**src/rtl/uart_rx_deframer.sv**
```systemverilog
// 8N1 UART receiver with 16x oversampling and a small first-word-fall-through byte FIFO.
// Everything runs on clk_sys_i with a synchronous active-high reset.
`timescale 1ns/1ps
module uart_rx_deframer #(
    parameter int ClkFreq   = 50_000_000,
    parameter int BaudRate  = 115200,
    parameter int FifoDepth = 4
) (
    input  logic       clk_sys_i,
    input  logic       rst_sys_i,
    input  logic       uart_rx_i,
    output logic [7:0] rx_data_o,
    output logic       rx_valid_o,
    input  logic       rx_ready_i,
    output logic       frame_err_o,
    output logic       overflow_o
);

    localparam int DivRaw = ClkFreq / (BaudRate * 16);
    localparam int Div    = (DivRaw < 1) ? 1 : DivRaw;
    localparam int CntW   = (Div > 1) ? $clog2(Div) : 1;
    localparam int AddrW  = $clog2(FifoDepth);
    localparam int PtrW   = AddrW + 1;

    typedef enum logic [2:0] {
        S_IDLE,
        S_START,
        S_DATA,
        S_STOP,
        S_BREAK
    } state_t;

    logic            r_sync1;
    logic            r_rx_s;
    logic [CntW-1:0] r_tick_cnt;
    logic            w_tick;

    // NOTE: sequential state uses non-blocking assignments only, so every flop
    // samples pre-edge values and simulation order cannot change the result.
    always_ff @(posedge clk_sys_i) begin
        if (rst_sys_i) begin
            r_sync1 <= 1'b1;
            r_rx_s  <= 1'b1;
        end else begin
            r_sync1 <= uart_rx_i;
            r_rx_s  <= r_sync1;
        end
    end

    assign w_tick = (r_tick_cnt == CntW'(Div - 1));

    always_ff @(posedge clk_sys_i) begin
        if (rst_sys_i) begin
            r_tick_cnt <= '0;
        end else if (w_tick) begin
            r_tick_cnt <= '0;
        end else begin
            r_tick_cnt <= r_tick_cnt + 1'b1;
        end
    end

    state_t      r_state;
    logic [3:0]  r_sample;
    logic [2:0]  r_bit_idx;
    logic [7:0]  r_shift;
    logic        r_push;
    logic        r_frame_err;

    // Sample count 7 after the detected edge is mid start bit; every further
    // 16 ticks lands mid-bit on the data and stop bits.
    always_ff @(posedge clk_sys_i) begin
        if (rst_sys_i) begin
            r_state     <= S_IDLE;
            r_sample    <= '0;
            r_bit_idx   <= '0;
            r_shift     <= '0;
            r_push      <= 1'b0;
            r_frame_err <= 1'b0;
        end else begin
            r_push      <= 1'b0;
            r_frame_err <= 1'b0;
            if (w_tick) begin
                unique case (r_state)
                    S_IDLE: begin
                        if (!r_rx_s) begin
                            r_state  <= S_START;
                            r_sample <= '0;
                        end
                    end
                    S_START: begin
                        if (r_sample == 4'd7) begin
                            r_sample <= '0;
                            if (!r_rx_s) begin
                                r_state   <= S_DATA;
                                r_bit_idx <= '0;
                            end else begin
                                r_state <= S_IDLE;
                            end
                        end else begin
                            r_sample <= r_sample + 4'd1;
                        end
                    end
                    S_DATA: begin
                        r_sample <= r_sample + 4'd1;
                        if (r_sample == 4'd15) begin
                            r_shift   <= {r_rx_s, r_shift[7:1]};
                            r_bit_idx <= r_bit_idx + 3'd1;
                            if (r_bit_idx == 3'd7) begin
                                r_state <= S_STOP;
                            end
                        end
                    end
                    S_STOP: begin
                        r_sample <= r_sample + 4'd1;
                        if (r_sample == 4'd15) begin
                            if (r_rx_s) begin
                                r_push  <= 1'b1;
                                r_state <= S_IDLE;
                            end else begin
                                r_frame_err <= 1'b1;
                                r_state     <= S_BREAK;
                            end
                        end
                    end
                    S_BREAK: begin
                        if (r_rx_s) begin
                            r_state <= S_IDLE;
                        end
                    end
                    default: r_state <= S_IDLE;
                endcase
            end
        end
    end

    logic [7:0]      r_mem [FifoDepth];
    logic [PtrW-1:0] r_wr_ptr;
    logic [PtrW-1:0] r_rd_ptr;
    logic            r_overflow;
    logic            w_empty;
    logic            w_full;
    logic            w_pop;
    logic            w_wr_en;

    assign w_empty = (r_wr_ptr == r_rd_ptr);
    assign w_full  = (r_wr_ptr[AddrW-1:0] == r_rd_ptr[AddrW-1:0]) &&
                     (r_wr_ptr[AddrW] != r_rd_ptr[AddrW]);
    assign w_pop   = !w_empty && rx_ready_i;
    // A pop in the same cycle frees the head slot, so a full FIFO still takes the byte.
    assign w_wr_en = r_push && (!w_full || w_pop);

    // NOTE: the storage is reset on purpose so rx_data_o reads 0 after reset;
    // a plain RAM without reset would be smaller but leave the head undefined.
    always_ff @(posedge clk_sys_i) begin
        if (rst_sys_i) begin
            r_wr_ptr   <= '0;
            r_rd_ptr   <= '0;
            r_overflow <= 1'b0;
            for (int i = 0; i < FifoDepth; i++) begin
                r_mem[i] <= 8'h00;
            end
        end else begin
            r_overflow <= r_push && w_full && !w_pop;
            if (w_wr_en) begin
                r_mem[r_wr_ptr[AddrW-1:0]] <= r_shift;
                r_wr_ptr                   <= r_wr_ptr + PtrW'(1);
            end
            if (w_pop) begin
                r_rd_ptr <= r_rd_ptr + PtrW'(1);
            end
        end
    end

    assign rx_data_o   = r_mem[r_rd_ptr[AddrW-1:0]];
    assign rx_valid_o  = !w_empty;
    assign frame_err_o = r_frame_err;
    assign overflow_o  = r_overflow;

endmodule

```
**config.mk**
```make
export PLATFORM = sky130hd
export DESIGN_NAME = uart_rx_deframer
export DESIGN_NICKNAME = d
export VERILOG_FILES = /design/src/rtl/uart_rx_deframer.sv
export SDC_FILE = /design/constraint.sdc
export NUM_CORES = 1
export LEC_CHECK = 0
export CORE_ASPECT_RATIO = 1.4
export CORE_MARGIN = 2
export CORE_UTILIZATION = 30
export CTS_CLUSTER_SIZE = 14
export DETAILED_ROUTE_END_ITERATION = 6
export GPL_TIMING_DRIVEN = 0
export PLACE_DENSITY = 0.47
export SLEW_MARGIN = 20
export SYNTH_ARGS = -nofsm -noshare
export SYNTH_HDL_FRONTEND = slang
export SYNTH_SLANG_ARGS = --single-unit
```
**constraint.sdc**
```tcl
create_clock -name clk_sys_i -period 2.2 [get_ports clk_sys_i]
set_input_delay 0.55 -clock clk_sys_i [delete_from_list [all_inputs] [get_ports clk_sys_i]]
set_output_delay 0.55 -clock clk_sys_i [all_outputs]
set_load 0.01 [all_outputs]
```
## Yosys cells after proc, flatten, opt, wreduce, memory -nomap -nowiden

Memory sizes are Yosys's and may differ from the RTL's. A register that Yosys moved wholly into a read port is not among the register bits.
Cells that the tools add are included.

| word-level totals | value |
|---|---|
| memories | 1 |
| RAM bits | 32 |
| output and inout port bits | 11 |
| word-level logic and storage cells | 87 |
| bits in registers | 34 |

| operators by class | value |
|---|---|
| bitwise gates (word level) | 3 |
| reductions and logical operators | 20 |
| $add $sub $neg | 5 |
| eq/ne operators | 18 |
| muxes and demuxes | 28 |

Memories:

| memory | words | bits a word | rd ports | clocked after Yosys merged registers in | write ports | line | RTL |
|---|---|---|---|---|---|---|---|
| r_mem | 4 | 8 | 1 | 1 | 4 | 136 | `logic [7:0] r_mem [FifoDepth];` |

Operator list:

| cell | count |
|---|---|
| two-way mux 3 bit | 10 |
| case mux 3 bit (5 select lines) | 1 |
| inequality test 2 bit (second input constant) | 7 |
| case mux 4 bit (3 select lines) | 1 |
| adder 3 x 1 -> 3 bit (second input constant) | 3 |
| two-way mux 1 bit | 8 |
| two-way mux 2 bit | 4 |
| two-way mux 4 bit | 2 |
| two-way mux 8 bit | 1 |
| OR reduction 8 bit | 1 |
| AND reduction 7 bit | 1 |
| == test 3 x 2 -> 1 bit (second input constant) | 2 |
| == test 3 bit (second input constant) | 2 |
| case mux 3 bit (2 select lines) | 1 |
| AND reduction 3 bit | 2 |
| adder 5 x 1 -> 5 bit (second input constant) | 1 |
| == test 5 bit (second input constant) | 1 |
| logical AND 1 bit | 5 |
| AND reduction 5 bit | 1 |
| adder 4 x 1 -> 4 bit (second input constant) | 1 |
| == test 4 x 3 -> 1 bit (second input constant) | 1 |
| == test 4 bit (second input constant) | 1 |
| OR reduction 2 bit | 2 |
| OR reduction 4 bit | 1 |
| other kinds (10) | 14 |

## Logic depth before layout (Yosys ltp)

Gate-level depths: netlist of run 1.

| depth | value |
|---|---|
| depth after elaboration | 10 |
| depth in mapped cells | 6 |
| mapped depth without buffers | 6 |

## Least setup slack after synthesis of run 1

OpenSTA, ideal clock, no wires.

| path | value |
|---|---|
| kind | register to register |
| start point | register r_wr_ptr[0] |
| end point | memory r_mem[2][0] (enable) |
| data arrival time | 1560 ps |
| slack | 311 ps |
| cell stages (with the launch flop) | 5 |
| library setup time | 329 ps |
| clock period less this slack | 1889 ps |
| cells stage by stage | dfxtp_1 xor2_1 o41ai_2 nor3b_2 or2_1 |

RTL lines:

| item | line | RTL |
|---|---|---|
| start: declaration | 137 | `logic [PtrW-1:0] r_wr_ptr;` |
| start signal: assignment | 166 | `r_wr_ptr <= r_wr_ptr + PtrW'(1);` |
| end: declaration | 136 |  |

==> summary.md, run 1 <==
| Metric | Value |
|---|---|
| Pwr per Cell Area | `just over 700 nW/um^2` |
| Synth warn | `0` |
| Core ar. | `~10000 um^2` |
| Wire length of the first global-routing pass | `around 10000 um` |
| Final min period | `between 2 and 2.5 ns` |
| Measured slew at the worst slew-check pin | `approximately 0.75 ns` |
| Insertion delay to the later sink of the worst-skew pair | `between 0.3 and 0.4 ns` |
| Die Outline Area | `11100 um^2` |
| Critical Path Sink Type | `flop` |
| Max-cap check violation count | `0` |
| Critical Path Fanout Max | `8` |
| Hold_buf cts | `0` |
| Sequential Area | `roughly 1700 um^2` |
| Unrepaired setup endpoints after global routing | `false` |
| Final Cycle Share | `between 90% and 100%` |
| Outcome | `complete, no violations` |
| DP HPWL | `approximately 4100 um` |
| Clk buf depth | `2` |
| Max_slew headroom | `between 40% and 50%` |
| Worst Setup Start Kind | `input port` |
| Post-synth EDFFs | `32` |
| Io pins | `15` |
| Antenna-violating nets left | `0` |
| Final Routed Wirelength | `~6000 um` |
| Min-Delay Path Class | `flop to flop` |
| Clock Power Share | `a little under half` |
| Sw frac | `about 20%` |
| Setup TNS | `0 ns` |
| Number of nets in the layout | `~300` |
| Final hold viol count | `0` |
| Starting Density | `approximately 30%` |
| Via total after detailed routing | `roughly 1.9k` |
| DRC | `0` |
| Tot Pwr | `2.71 mW` |
| Number of port buffers | `14` |
| WP data required | `~2.3 ns` |
| Cell Chain, Critical Path | `clkdlybuf4s50_1 -> o41ai_4 -> nor3b_4 -> buf_4 -> and2_1` |
| Syn Area/Cell | `between 10 and 15 um^2` |
| Synth Area in Compound Gates | `under 10%` |
| Seq pwr share | `between 50% and 60%` |
| Area share of and/or/nand/nor cells after synthesis | `20.5%` |
| Fraction of layout cells with a size suffix above 1 | `a little over a fifth` |
| Initial DRC count | `approximately 80` |
| FMAX | `467 MHz` |
| Setup violations, final | `0` |
| Lkg Pwr | `between 1 and 1.5 nW` |
| P_int | `between 2 and 2.5 mW` |
| Number of buffers created by CTS | `9` |
| Post-synthesis mux area share | `between 10% and 20%` |
| Clk Tree Root Cell | `clkbuf_16` |
| Horiz. Die Dim | `89.6 um` |
| Largest net degree at the start of global routing | `12` |
| Slowest CP cell | `o41ai_4` |
| Die Y | `124 um` |
| Fraction of the mapped netlist area in adder cells | `between 2 and 3%` |
| Antenna diode count | `0` |
| # fillers | `~1000` |
| # rows | `43` |
| Multi-input logic area | `roughly 1400 um^2` |
| Reg clk slew, reported paths | `approximately 0.050 ns` |
| Sequential area share after synthesis | `a little over half` |
| RD Place Congestion | `between 0.7 and 0.8` |
| CP Class | `input port to flop` |
| Vias in the first global route | `~2k` |
| Final Max Slew Viols | `0` |
| Unique cell type count in the Yosys netlist | `between 40 and 50` |
| CTS Sinks | `between 60 and 70` |
| Fraction of registers with async set/reset | `0%` |
| Synth Area in XOR/XNOR | `under 10%` |
| CTS tree | `built` |
| Ys flop type | `dfxtp_1` |
| Gr ovfl total | `0` |
| Largest family of logic cells by synthesized area | `simple AND/OR/NAND/NOR gates` |
| Post-Syn Area | `a little over 3000 um^2` |
| CP arrival | `between 2 and 2.5 ns` |
| Pre-antenna DRT Iters | `4` |
| Layout area overhead | `23.3%` |
| CP peak stage delay | `approximately 0.65 ns` |
| Max VDD drop | `roughly 360 uV` |
| Htree depth | `3` |
| Min Hold Slack | `between 0.4 and 0.5 ns` |
| Post-route clock skew | `0.00440 ns` |
| Final Util | `38.1%` |
| Synthesized flop and latch total | `68` |
| Sw Pwr | `around 0.54 mW` |
| Vias per cell | `around 4.6` |
| Initial antenna violation count | `0` |
| WL/cell | `~15 um` |
| All-Layer GR Usage | `between 10% and 20%` |
| Net Count, Synth | `between 200 and 300` |
| Synth Instances | `about 250` |
| Gate power share | `around 2.8%` |
| Final Instance Area | `around 3800 um^2` |
| DP Area | `3380 um^2` |
==> metal layers <==
metal	global-route usage [%]	part of all wire, %	vias up
li1	-	-	972
met1	13.8	42	940
met2	22.2	54	23
met3	3.71	2.6	7
met4	4.76	1.4	0
met5	0	0	-
==> worst max-delay path: cells and delay by family <==
kind / cells / cell delay, ns
AO/OA/AOI/OAI: 1 / 0.65
buffers and inverters: 2 / 0.75
AND/OR/NAND/NOR: 2 / 0.25
==> power groups by stage <==
stage	sequential [mW]	combinational [mW]	clock, mW
6_report	1.36	0.0757	1.27
5_1_grt	1.36	0.0840	1.37
4_1_cts	1.36	0.0805	1.31
3_5_place_dp	1.39	0.0799	0
3_3_place_gp	1.39	0.0805	0
2_1_floorplan	1.39	0.0442	0
==> placed cells by master, fill, tap and decap left out, drive strengths merged, types with 4 or more instances in the layout <==
master	Yosys	final
mux4	8	8
dfxtp	36	36
nand2	5	5
a21oi	6	6
clkinv	0	4
ha	7	7
or2	5	5
buf	4	13
dlygate4sd2	0	5
edfxtp	32	32
xor2	9	9
clkdlybuf4s50	0	5
o21ai	4	4
clkbuf	6	19
nor2	28	28
or3	4	4
mux2i	12	12
and2	34	34
==> sequential cells by signal (all words and copies together) (netlist names), named ones only <==
name	cells
r_sample	4
frame_err_o	1
r_push	1
r_tick_cnt	5
r_rx_s	1
r_sync1	1
overflow_o	1
r_mem	32
r_shift	8
r_rd_ptr	3
r_wr_ptr	3
r_bit_idx	3
r_state	3
==> cell families after synthesis <==
logic type	after synthesis
AOI/OAI and AO/OA	26
DFF	68
adders and majority gates	7
and+or+nand+nor	104
muxes	21
xor gates and xnor gates	12
buffers and inverters	13
==> repair_timing <==
action                     in CTS  in global routing
pin swaps                       4                  0
setup endpoints to repair      41                 11
buffers inserted                8                  0
cloned                          0                  0
gates resized for setup        38                  5
==> cell type report <==
cell class / instances / share of cell area, %
sequential: 68 / 44.8
buffer: 8 / 0.957
multi-input combinational: 170 / 38.0
clock buffer: 12 / 6.50
tap: 135 / 4.46
timing repair buffer: 22 / 4.59
clock inverter: 4 / 0.462
inverter: 3 / 0.297
==> cell usage after synthesis, drive strengths merged (2+ instances only) <==
library cell  number  area [um^2]
dfxtp             36          721
and2              34          213
edfxtp            32          961
nor2              28          105
mux2i             12          120
xor2               9         78.8
mux4               8          180
ha                 7         87.6
a21oi              6         30.0
clkbuf             6         22.5
nand2              5         18.8
or2                5         31.3
buf                4         21.3
o21ai              4         20.0
or3                4         25.0
inv                3         11.3
nand2b             3         18.8
nand3              3         15.0
nand4b             3         41.3
nor3               3         20.0
nor4               3         33.8
nor4b              3         26.3
o41ai              3         41.3
xnor2              3         26.3
a211o              2         17.5
a22o               2         17.5
and3               2         12.5
nor2b              2         12.5
nor3b              2         25.0
o31ai              2         15.0
==> path summary, 6_finish.rpt <==
path	from	endpoint	slack, ns	depth (start not counted)
worst max register to register	r_tick_cnt[0]$_SDFF_PP0_	r_shift[2]$_SDFFE_PP0P_	0.27	6
worst min register to register	r_sync1$_SDFF_PP1_	r_rx_s$_SDFF_PP1_	0.41	1
worst max-delay path	rx_ready_i	r_mem[1][3]$_SDFFCE_PN0P_	0.06	5
worst min-delay path	r_sync1$_SDFF_PP1_	r_rx_s$_SDFF_PP1_	0.41	1
==> stage by stage <==
step | instances | worst slack (ns)
floorplan | 251 | 0.311
global placement | 400 | -0.845
detailed placement | 400 | -0.810
CTS | 422 | 0.00314
global route | 422 | 0.00576
finish | 422 | 0.0603
No activity file was read; power rests on OpenSTA's default activity.
==> run 2: changes to the inputs <==
Settings changed: CORE_MARGIN 2 to 10.
==> run 2 against run 1 <==
Compared with the run above:
- critical path depth decreased by 1
- non-clock buffer count up 3
- register-to-register slack lost 0.19 ns
- core utilization grew 0.39 points
- highest routed layer unchanged
==> summary.md, run 2 (same netlist as run 1, synthesis figures left out) <==
| Metric | Value |
|---|---|
| Outcome | `complete, no violations` |
| Final Util | `38.5% (+0.39 points)` |
| Starting Density | `30.9% (unchanged)` |
| Io pins | `15 (unchanged)` |
| Number of nets in the layout | `296 (+1.0%)` |
| CTS tree | `built` |
| Cell Chain, Critical Path | `clkdlybuf4s50_1 -> o41ai_4 -> nor3_4 -> or2_2` |
| Min-Delay Path Class | `flop to flop` |
| Core ar. | `9950 um^2 (unchanged)` |
| Placed Cells | `400 (unchanged)` |
| WP data required | `2.25 ns (-0.03 ns)` |
| # fillers | `961 (-3.8%)` |
| Vias per cell | `4.64 (+0.73%)` |
| Number of buffers created by CTS | `9 (unchanged)` |
| Unrepaired setup endpoints after global routing | `false` |
| Post-route clock skew | `0.00606 ns (+0.00166 ns)` |
| Final Max Slew Viols | `0 (unchanged)` |
| Layout area overhead | `24.5%` |
| Number of port buffers | `14 (unchanged)` |
| Largest net degree at the start of global routing | `12 (unchanged)` |
| CP peak stage delay | `0.57 ns (-0.08 ns)` |
| Worst Setup Start Kind | `input port` |
| Setup ws final | `0.0631 ns (+0.00284 ns)` |
| Critical Path Fanout Max | `8 (unchanged)` |
| Die Y | `140 um (+13%)` |
| Largest register FFs | `32 (unchanged)` |
| Setup slack at placement | `-0.782 ns (+0.0280 ns)` |
| Commonest non-fill, non-tap cell in the layout | `and2_1` |
| Critical Path Sink Type | `flop` |
| Measured slew at the worst slew-check pin | `0.779 ns (+0.0325 ns)` |
| Initial DRC count | `60 (-24%)` |
| Min Hold Slack | `0.407 ns (+0.000245 ns)` |
| Gr ovfl total | `0 (unchanged)` |
| All-Layer GR Usage | `9.43% (-3.1 points)` |
| RD Place Congestion | `0.718 (-0.80%)` |
| Final min period | `2.14 ns (-0.00284 ns)` |
| Setup violations, final | `0 (unchanged)` |
| Biggest register | `r_mem` |
| DP HPWL | `4240 um (+3.1%)` |
| Tot Pwr | `2.83 mW (+4.6%)` |
| Horiz. Die Dim | `106 um (+18%)` |
| Htree depth | `3 (unchanged)` |
| Pwr per Cell Area | `740 nW/um^2 (+3.6%)` |
| Reg clk slew, reported paths | `0.05 ns (about the same)` |
| Top Registers | `r_mem (32), r_shift (8), r_tick_cnt (5)` |
| Wire length of the first global-routing pass | `10700 um (+6.7%)` |
| Initial antenna violation count | `0 (unchanged)` |
| DRC | `0 (unchanged)` |
| CTS Sinks | `68 (unchanged)` |
| DP Area | `3380 um^2 (unchanged)` |
| Multi-input logic area | `1440 um^2 (-0.17%)` |
| Final Instance Area | `3830 um^2 (+1.0%)` |
| Max VDD drop | `358 uV (-0.93%)` |
| Max_slew headroom | `47.7% (-2.2 points)` |
| Pre-antenna DRT Iters | `4 (unchanged)` |
| Max-cap check violation count | `0 (unchanged)` |
| Antenna-violating nets left | `0 (unchanged)` |
| Vias in the first global route | `1980 (-0.95%)` |
| Final Routed Wirelength | `6470 um (+5.4%)` |
| Slowest CP cell | `o41ai_4` |
| Sequential Area | `1700 um^2 (unchanged)` |
| Fraction of layout cells with a size suffix above 1 | `23.1% (+2.2 points)` |
| Via total after detailed routing | `1970 (+1.4%)` |
| Setup TNS | `0 ns (unchanged)` |
| Most frequent cells in the layout | `34 x and2_1, 32 x edfxtp_1, 30 x dfxtp_1, 28 x nor2_1` |
| CP Class | `input port to flop` |
| CP arrival | `2.19 ns (-0.03 ns)` |
| Insertion delay to the later sink of the worst-skew pair | `0.33 ns (about the same)` |
| Fin cells | `425 (+0.71%)` |
| Clk buf depth | `2 (unchanged)` |
| Die Outline Area | `14800 um^2 (+33%)` |
| Clk Tree Root Cell | `clkbuf_16` |
| Final hold viol count | `0 (unchanged)` |
| Hold_buf cts | `0 (unchanged)` |
| Antenna diode count | `0 (unchanged)` |
| # rows | `43 (unchanged)` |
| Final Cycle Share | `97.1% (-0.13 points)` |
| WL/cell | `15.2 um (+4.7%)` |
| Lkg Pwr | `1.43 nW (+1.5%)` |
| FMAX | `468 MHz (+0.13%)` |
-- run 2: cell types whose count changed in the layout (fill, tap and decap cells not counted), sizes merged --
| cell | previous run | this run |
|---|---|---|
| bufinv | 0 | 1 |
| clkbuf | 19 | 20 |
| dlygate4sd2 | 5 | 3 |
| clkdlybuf4s15 | 0 | 1 |
| buf | 13 | 15 |
| clkinv | 4 | 3 |
| clkinvlp | 0 | 1 |
-- run 2: what timing repair did --
action	CTS	global route
setup endpoints to repair	41	37
pin swaps	5	1
resized for setup	38	8
hold endpoints to repair	0	0
buffers inserted	11	0
-- run 2: final timing paths --
kind | startpoint | slack, ns | to | depth (start not counted)
min reg2reg | r_sync1$_SDFF_PP1_ | 0.41 | r_rx_s$_SDFF_PP1_ | 1
max | rx_ready_i | 0.06 | r_mem[0][7]$_SDFFCE_PN0P_ | 4
min | r_sync1$_SDFF_PP1_ | 0.41 | r_rx_s$_SDFF_PP1_ | 1
max reg2reg | r_wr_ptr[0]$_SDFFE_PP0P_ | 0.08 | r_mem[0][7]$_SDFFCE_PN0P_ | 5
-- run 2: worst max-delay path: cells and delay by family --
kind	cells	cell delay (ns)
AO/OA/AOI/OAI	1	0.57
buffers and inverters	1	0.55
AND/OR/NAND/NOR	2	0.51
-- run 2: layout make-up --
| cell class | count | area share, % |
|---|---|---|
| timing repair buffer | 25 | 5.06 |
| clock inverter | 5 | 1.37 |
| sequential | 68 | 44.3 |
| multi-input combinational | 170 | 37.5 |
| clock buffer | 11 | 6.08 |
| inverter | 3 | 0.294 |
| tap | 135 | 4.41 |
| buffer | 8 | 0.947 |
-- run 2: power by group --
group | switching, mW | total, mW | internal, mW
Combinational | 0.0456 | 0.0758 | 0.0303
Clock | 0.525 | 1.40 | 0.871
Sequential | 0.0105 | 1.36 | 1.35
Total | 0.581 | 2.83 | 2.25
-- run 2: per-layer routing --
| metal | wire, um | GRT usage (%) | vias up |
|---|---|---|---|
| li1 | - | - | 986 |
| met2 | 3460 | 16.6 | 24 |
| met4 | 179 | 5.65 | 0 |
| met5 | 0 | 0 | - |
| met1 | 2660 | 10.1 | 948 |
| met3 | 174 | 1.94 | 12 |
